$ cat config.mk
export PLATFORM = sky130hd
export DESIGN_NAME = adder_result_accum
export DESIGN_NICKNAME = d
export VERILOG_FILES = /design/src/rtl/adder_result_accum.sv
export SDC_FILE = /design/constraint.sdc
export NUM_CORES = 1
export LEC_CHECK = 0
export CORE_MARGIN = 3
export CORE_UTILIZATION = 49
export DETAILED_ROUTE_END_ITERATION = 8
export GPL_TIMING_DRIVEN = 1
export PLACE_DENSITY = 0.85
export SLEW_MARGIN = 20
export SYNTH_ARGS = -nofsm -noshare
export SYNTH_HDL_FRONTEND = slang
export SYNTH_SLANG_ARGS = --single-unit
export TNS_END_PERCENT = 30
$ cat constraint.sdc
create_clock -name clk -period 5 [get_ports clk]
set_input_delay 1.25 -clock clk [delete_from_list [all_inputs] [get_ports clk]]
set_output_delay 1.25 -clock clk [all_outputs]
set_load 0.05 [all_outputs]
$ cat src/rtl/adder_result_accum.sv
// Accumulates COUNT adder results {cout,sum} per batch into a wrapping ACC_W-bit sum with a sticky overflow flag.
// Latency: one cycle per accepted sample; done pulses the cycle after sample COUNT. No backpressure: in_valid gaps stall the batch.
// Optional ACCUM_MAX_TRACK_EN tracks the largest sample in max_val; when undefined, max_val is tied to 0.
module adder_result_accum #(
    parameter int N     = 4,
    parameter int COUNT = 8,
    parameter int ACC_W = 8
) (
    input  logic             clk,
    input  logic             reset,
    input  logic             start,
    input  logic             in_valid,
    input  logic [N-1:0]     sum,
    input  logic             cout,
    output logic             busy,
    output logic             done,
    output logic [ACC_W-1:0] acc,
    output logic [7:0]       sample_cnt,
    output logic             ovf,
    output logic [N:0]       max_val
);

    typedef enum logic [1:0] {
        IDLE  = 2'd0,
        ACCUM = 2'd1,
        DONE  = 2'd2
    } state_t;

    state_t state, state_nxt;

    logic [N:0]       sample;
    logic [ACC_W:0]   acc_sum;
    logic             accept;
    logic             clear;
    logic             last;

    assign sample  = {cout, sum};
    assign acc_sum = {1'b0, acc} + {{(ACC_W - N){1'b0}}, sample};
    assign accept  = (state == ACCUM) && in_valid;
    assign clear   = start && ((state == IDLE) || (state == DONE));
    assign last    = accept && (sample_cnt == 8'(COUNT - 1));

    assign busy = (state == ACCUM);
    assign done = (state == DONE);

    always_ff @(posedge clk) begin
        if (reset) begin
            state <= IDLE;
        end else begin
            state <= state_nxt;
        end
    end

    always_comb begin
        state_nxt = state;
        case (state)
            IDLE:    if (start) state_nxt = ACCUM;
            ACCUM:   if (last)  state_nxt = DONE;
            DONE:    state_nxt = start ? ACCUM : IDLE;
            default: state_nxt = IDLE;
        endcase
    end

    // Bit ACC_W of acc_sum is the carry out of the accumulator; it latches ovf.
    always_ff @(posedge clk) begin
        if (reset || clear) begin
            acc        <= '0;
            sample_cnt <= '0;
            ovf        <= 1'b0;
        end else if (accept) begin
            acc        <= acc_sum[ACC_W-1:0];
            sample_cnt <= sample_cnt + 8'd1;
            ovf        <= ovf | acc_sum[ACC_W];
        end
    end

`ifdef ACCUM_MAX_TRACK_EN
    always_ff @(posedge clk) begin
        if (reset || clear) begin
            max_val <= '0;
        end else if (accept && (sample > max_val)) begin
            max_val <= sample;
        end
    end
`else
    assign max_val = '0;
`endif

endmodule

Yosys cells after proc, flatten, opt, wreduce, memory -nomap -nowiden

Index checks and enable logic that the tools add are counted.

$add $sub $neg: 2
Equal/unequal tests: 5
Mux-type cells: 4
Bitwise gates (word level): 1
Reduce and logical (&&, ||, !) cells: 7

Operator list:

| cell                  | count |
|---|---|
| $add A8 B5 Y9         | 1 |
| $add A8 B1 Y8 const B | 1 |
| $eq A8 B3 Y1 const B  | 1 |
| $pmux W2 S3           | 1 |
| $mux W2               | 2 |
| $logic_and A1 B1 Y1   | 3 |
| $eq A2 B1 Y1 const B  | 1 |
| $eq A2 B2 Y1 const B  | 1 |
| $logic_not A2 Y1      | 1 |
| $logic_or A1 B1 Y1    | 2 |
| $ne A2 B1 Y1 const B  | 1 |
| $ne A2 B2 Y1 const B  | 1 |
| $reduce_and A2 Y1     | 1 |
| $mux W1               | 1 |
| $or A1 B1 Y1          | 1 |

Bits in registers: 19
Input port bits: 9
Output and inout port bits: 24

Longest topological paths before layout

Depth after elaboration: 5
Mapped depth: 7

Worst setup path after synthesis

OpenSTA, ideal clock, no wires.

Path type: input to register
Start: input sum[0]
End: register acc[6]
Arrival: 2366 ps
Data required time: 4877 ps
Setup slack: 2511 ps
Cell stages on the path: 7
Buffers on the path: 0
Cells stage by stage: ha_1 -> inv_1 -> fa_1 -> nor2b_1 -> o31a_1 -> o211ai_1 -> mux2i_1

Longest elaborated chain between the ends: 1

RTL lines:

| element              | RTL line | text |
|---|---|---|
| start, declared      | 13       | `input logic [N-1:0] sum,` |
| $add A8 B5 Y9        | 38       | `assign acc_sum = {1'b0, acc} + {{(ACC_W - N){1'b0}}, sample};` |
| end signal, assigned | 71       | `acc <= acc_sum[ACC_W-1:0];` |
| end, declared        | 17       | `output logic [ACC_W-1:0] acc,` |

No other way between the ends.
A chain may end at the register's enable or synchronous reset.

Worst setup path after layout

Start: register state[1]
End: output busy

Longest elaborated chain between the ends: 1

RTL lines:

| element                | RTL line | text |
|---|---|---|
| start, declared        | 29       | `state_t state, state_nxt;` |
| start signal, assigned | 50       | `state <= state_nxt;` |
| $eq A2 B1 Y1           | 43       | `assign busy = (state == ACCUM);` |
| end, declared          | 15       | `output logic busy,` |

No other way between the ends.

==> results.yml <==
placement:
  dp_slack_ns: 1.963
  portBuffers: 27
  dp.cells: 173
  gp_routability_congestion: 0.7650
  dp_hpwl_mm: 1.680
synthesis:
  synth_common_cells: "19 x dfxtp_1, 13 x nand2_1, 9 x a21oi_1, 9 x nor2_1"
  synth-seq-cells: 19
  ys_warn_count: 0
  synthArstFlopShare_pct: 0
  yosys.area_share.simple_pct: 26.12
  netlist_area_um2: 1059
  synth_top_family_by_area: "simple AND/OR/NAND/NOR gates"
  synth_compound_area_share_pct: 14.42
  ys.flop_type: "dfxtp_1"
  synthMuxAreaShare_pct: 1.891
  avgSynthCellArea_um2: 8.606
  post_synth_xor_area_fraction_pct: 5.792
  synth_most_common_cell: "dfxtp_1"
  synth.top_cell.area_share_pct: 35.93
  synth-seq-area-share_pct: 35.93
  yosys.area_share.adder_pct: 8.983
  syn_inst: 123
  yosysTopAreaCell: "dfxtp_1"
  synth.distinct_cells: 37
  synth_edf_count: 0
  ys_top_cells_by_area: "dfxtp_1 36%, ha_1 7.1%, nand2_1 4.6%"
die:
  start_util_pct: 52.87
  core_um2: 2002
  fp.dieH_um: 52.48
  row_count: 16
  dieArea_um2: 2754
  fp.dieW_um: 52.48
  io_pins: 33
drt:
  antenna_left: 0
  drc_errors: 0
  viasPerCell: 5.384
  wl_per_cell_um: 12.77
  wirelength_mm: 2.260
  drtIter0Drc: 24
  dr.pass1.iters: 4
  vias: 953
critical_path:
  ff2ff_path_depth: 7
  start_kind: "flip-flop"
  crit_chain: "and2b_4 -> clkdlybuf4s50_1"
  crit_family: "buffers and inverters"
  crit_slowest_cell: "clkdlybuf4s50_1"
  worstReg2RegEnd: "acc[6]"
  critPathBufInv: 1
  crit_arrival_ns: 1.72
  critical_path_class: "reg -> out"
  endpoint_kind: "output port"
  path_max_fanout: 4
  rrSetupSlack_ns: 3.30
  required_ns: 3.75
  crit_start: "state[1]"
  timing.rr.start: "acc[0]"
  slowest_delay_ns: 0.80
worst_hold_path:
  min_to: "ovf"
  whs_path_depth: 2
  min_from: "ovf"
  worstHoldPathType: "reg -> reg"
global_route:
  grt_pass1_vias: 855
  antenna_found_initial: 0
  grt_pass1_wl_mm: 3.705
  overflow: 0
  grt_use_total_pct: 17.66
  grt_max_degree: 15
clocking:
  cts_tree: "built"
  postCtsHoldBufs: 0
  cts_resized: 0
  root_buffer: "clkbuf_4"
  htreeDepth: 1
  clk_pin_slew_ns: 0.10
  clock_sinks: 19
  cts_buffer_depth: 2
  post_cts_buffers: 0
  numCtsBuffers: 3
  clock_latency_ns: 0.30
sta:
  timing.final.ws_setup_ns: 2.033
  holdWs_ns: 0.4589
  finalCriticalPeriod_ns: 2.967
  rsz0062_at_grt: "no"
  fin_setup_tns_ns: 0
  max_freq_mhz: 337.1
  hold_viol_final: 0
  post-route-period-util_pct: 59.33
  relSlewSlack_pct: 58.54
  slew_viol_final: 0
  worstMarginPinSlew_ns: 0.6206
  skew_ns: 0.003959
  setup_violations: 0
power_and_ir_drop:
  cellPowerDensity_nw_per_um2: 213.2
  p_leak_nw: 0.5132
  fin_total_pwr_w: 0.0002879
  irDropWorstVdd_uv: 138.7
cells_and_area:
  regArea_um2: 380.4
  final_net_count: 167
  areaGrowthSynthToFinish_pct: 27.54
  fillers: 179
  multi_input_area_um2: 624.3
  diodes: 0
  drive_above_1_share_pct: 4.667
  instances_no_fill: 177
run_status:
  run_status: "finished, final reports clean"
job:
  max_cap_violations: 0
## through the flow
step                area, um2  utilization [%]
detailed placement       1324            66.13
floorplan                1074                -
finish                   1350            67.44
global route             1350            67.44
global placement         1324            66.13
CTS                      1350            67.44
## worst max-delay path by stage
stage,to,slack [ns],depth (start not counted)
2_1_floorplan,acc[6],2.51,7
3_3_place_gp,acc[6],1.99,8
3_5_place_dp,acc[6],1.96,8
4_1_cts,busy,2.03,2
5_1_grt,busy,1.97,2
6_report,busy,2.03,2
## where the power goes
part / internal, W / switching, W / total [W] / leakage, nW
Combinational: 0.0000188 / 0.0000345 / 0.0000534 / 0.345
Sequential: 0.000154 / 0.00000227 / 0.000156 / 0.154
Clock: 0.0000311 / 0.0000475 / 0.0000786 / 0.0150
Total: 0.000204 / 0.0000843 / 0.000288 / 0.513
## flip-flops by register name, summed over array words and instances, names as in the netlist
| name | flops |
|---|---|
| sample_cnt | 8 |
| ovf | 1 |
| acc | 8 |
| state | 2 |
## logic make-up (layout without fill, tap and decap cells)
logic type / count (synthesis) / after routing
AOI/OAI and AO/OA: 24 / 24
xor gates and xnor gates: 7 / 7
adders and majority gates: 7 / 7
buffers and inverters: 12 / 35
DFF: 19 / 19
muxes: 2 / 2
other: 1 / 5
and+or+nand+nor: 51 / 51
## placed cells by master, fill, tap and decap left out, drive strengths merged, types with 3 or more instances in the layout
master	netlist	layout
xnor2	4	4
o21ai	4	4
inv	4	4
a21oi	9	9
clkdlybuf4s50	0	27
ha	6	6
dfxtp	19	19
clkbuf	1	4
nand2b	3	3
nand3	3	3
xor2	3	3
nor3	4	4
nor2	9	9
nand2	14	14
conb	1	5
nand4	5	5
nor2b	3	3
## worst reg2reg max path, delay by kind of cell, from the launching register on
kind | cells | cell delay, ns
AOI/OAI and AO/OA | 2 | 0.30
adders and majority gates | 2 | 0.58
buffers and inverters | 1 | 0.06
DFF | 1 | 0.37
muxes | 1 | 0.14
and+or+nand+nor | 1 | 0.16
## routing by layer
metal | GRT usage (%) | share of wire (%)
met1 | 22.43 | 46
met4 | 6.383 | 0.35
met3 | 3.419 | 6.2
met2 | 29.34 | 47
met5 | 0 | 0
## layout make-up
cell class              instances  area share (%)
clock buffers                   4           1.946
flip-flops and latches         19           28.17
multi-input cells              96           46.25
inverters                       4           1.112
well taps                      27           2.502
repair buffers                 27           20.02
(Power assumes the default switching activity.)
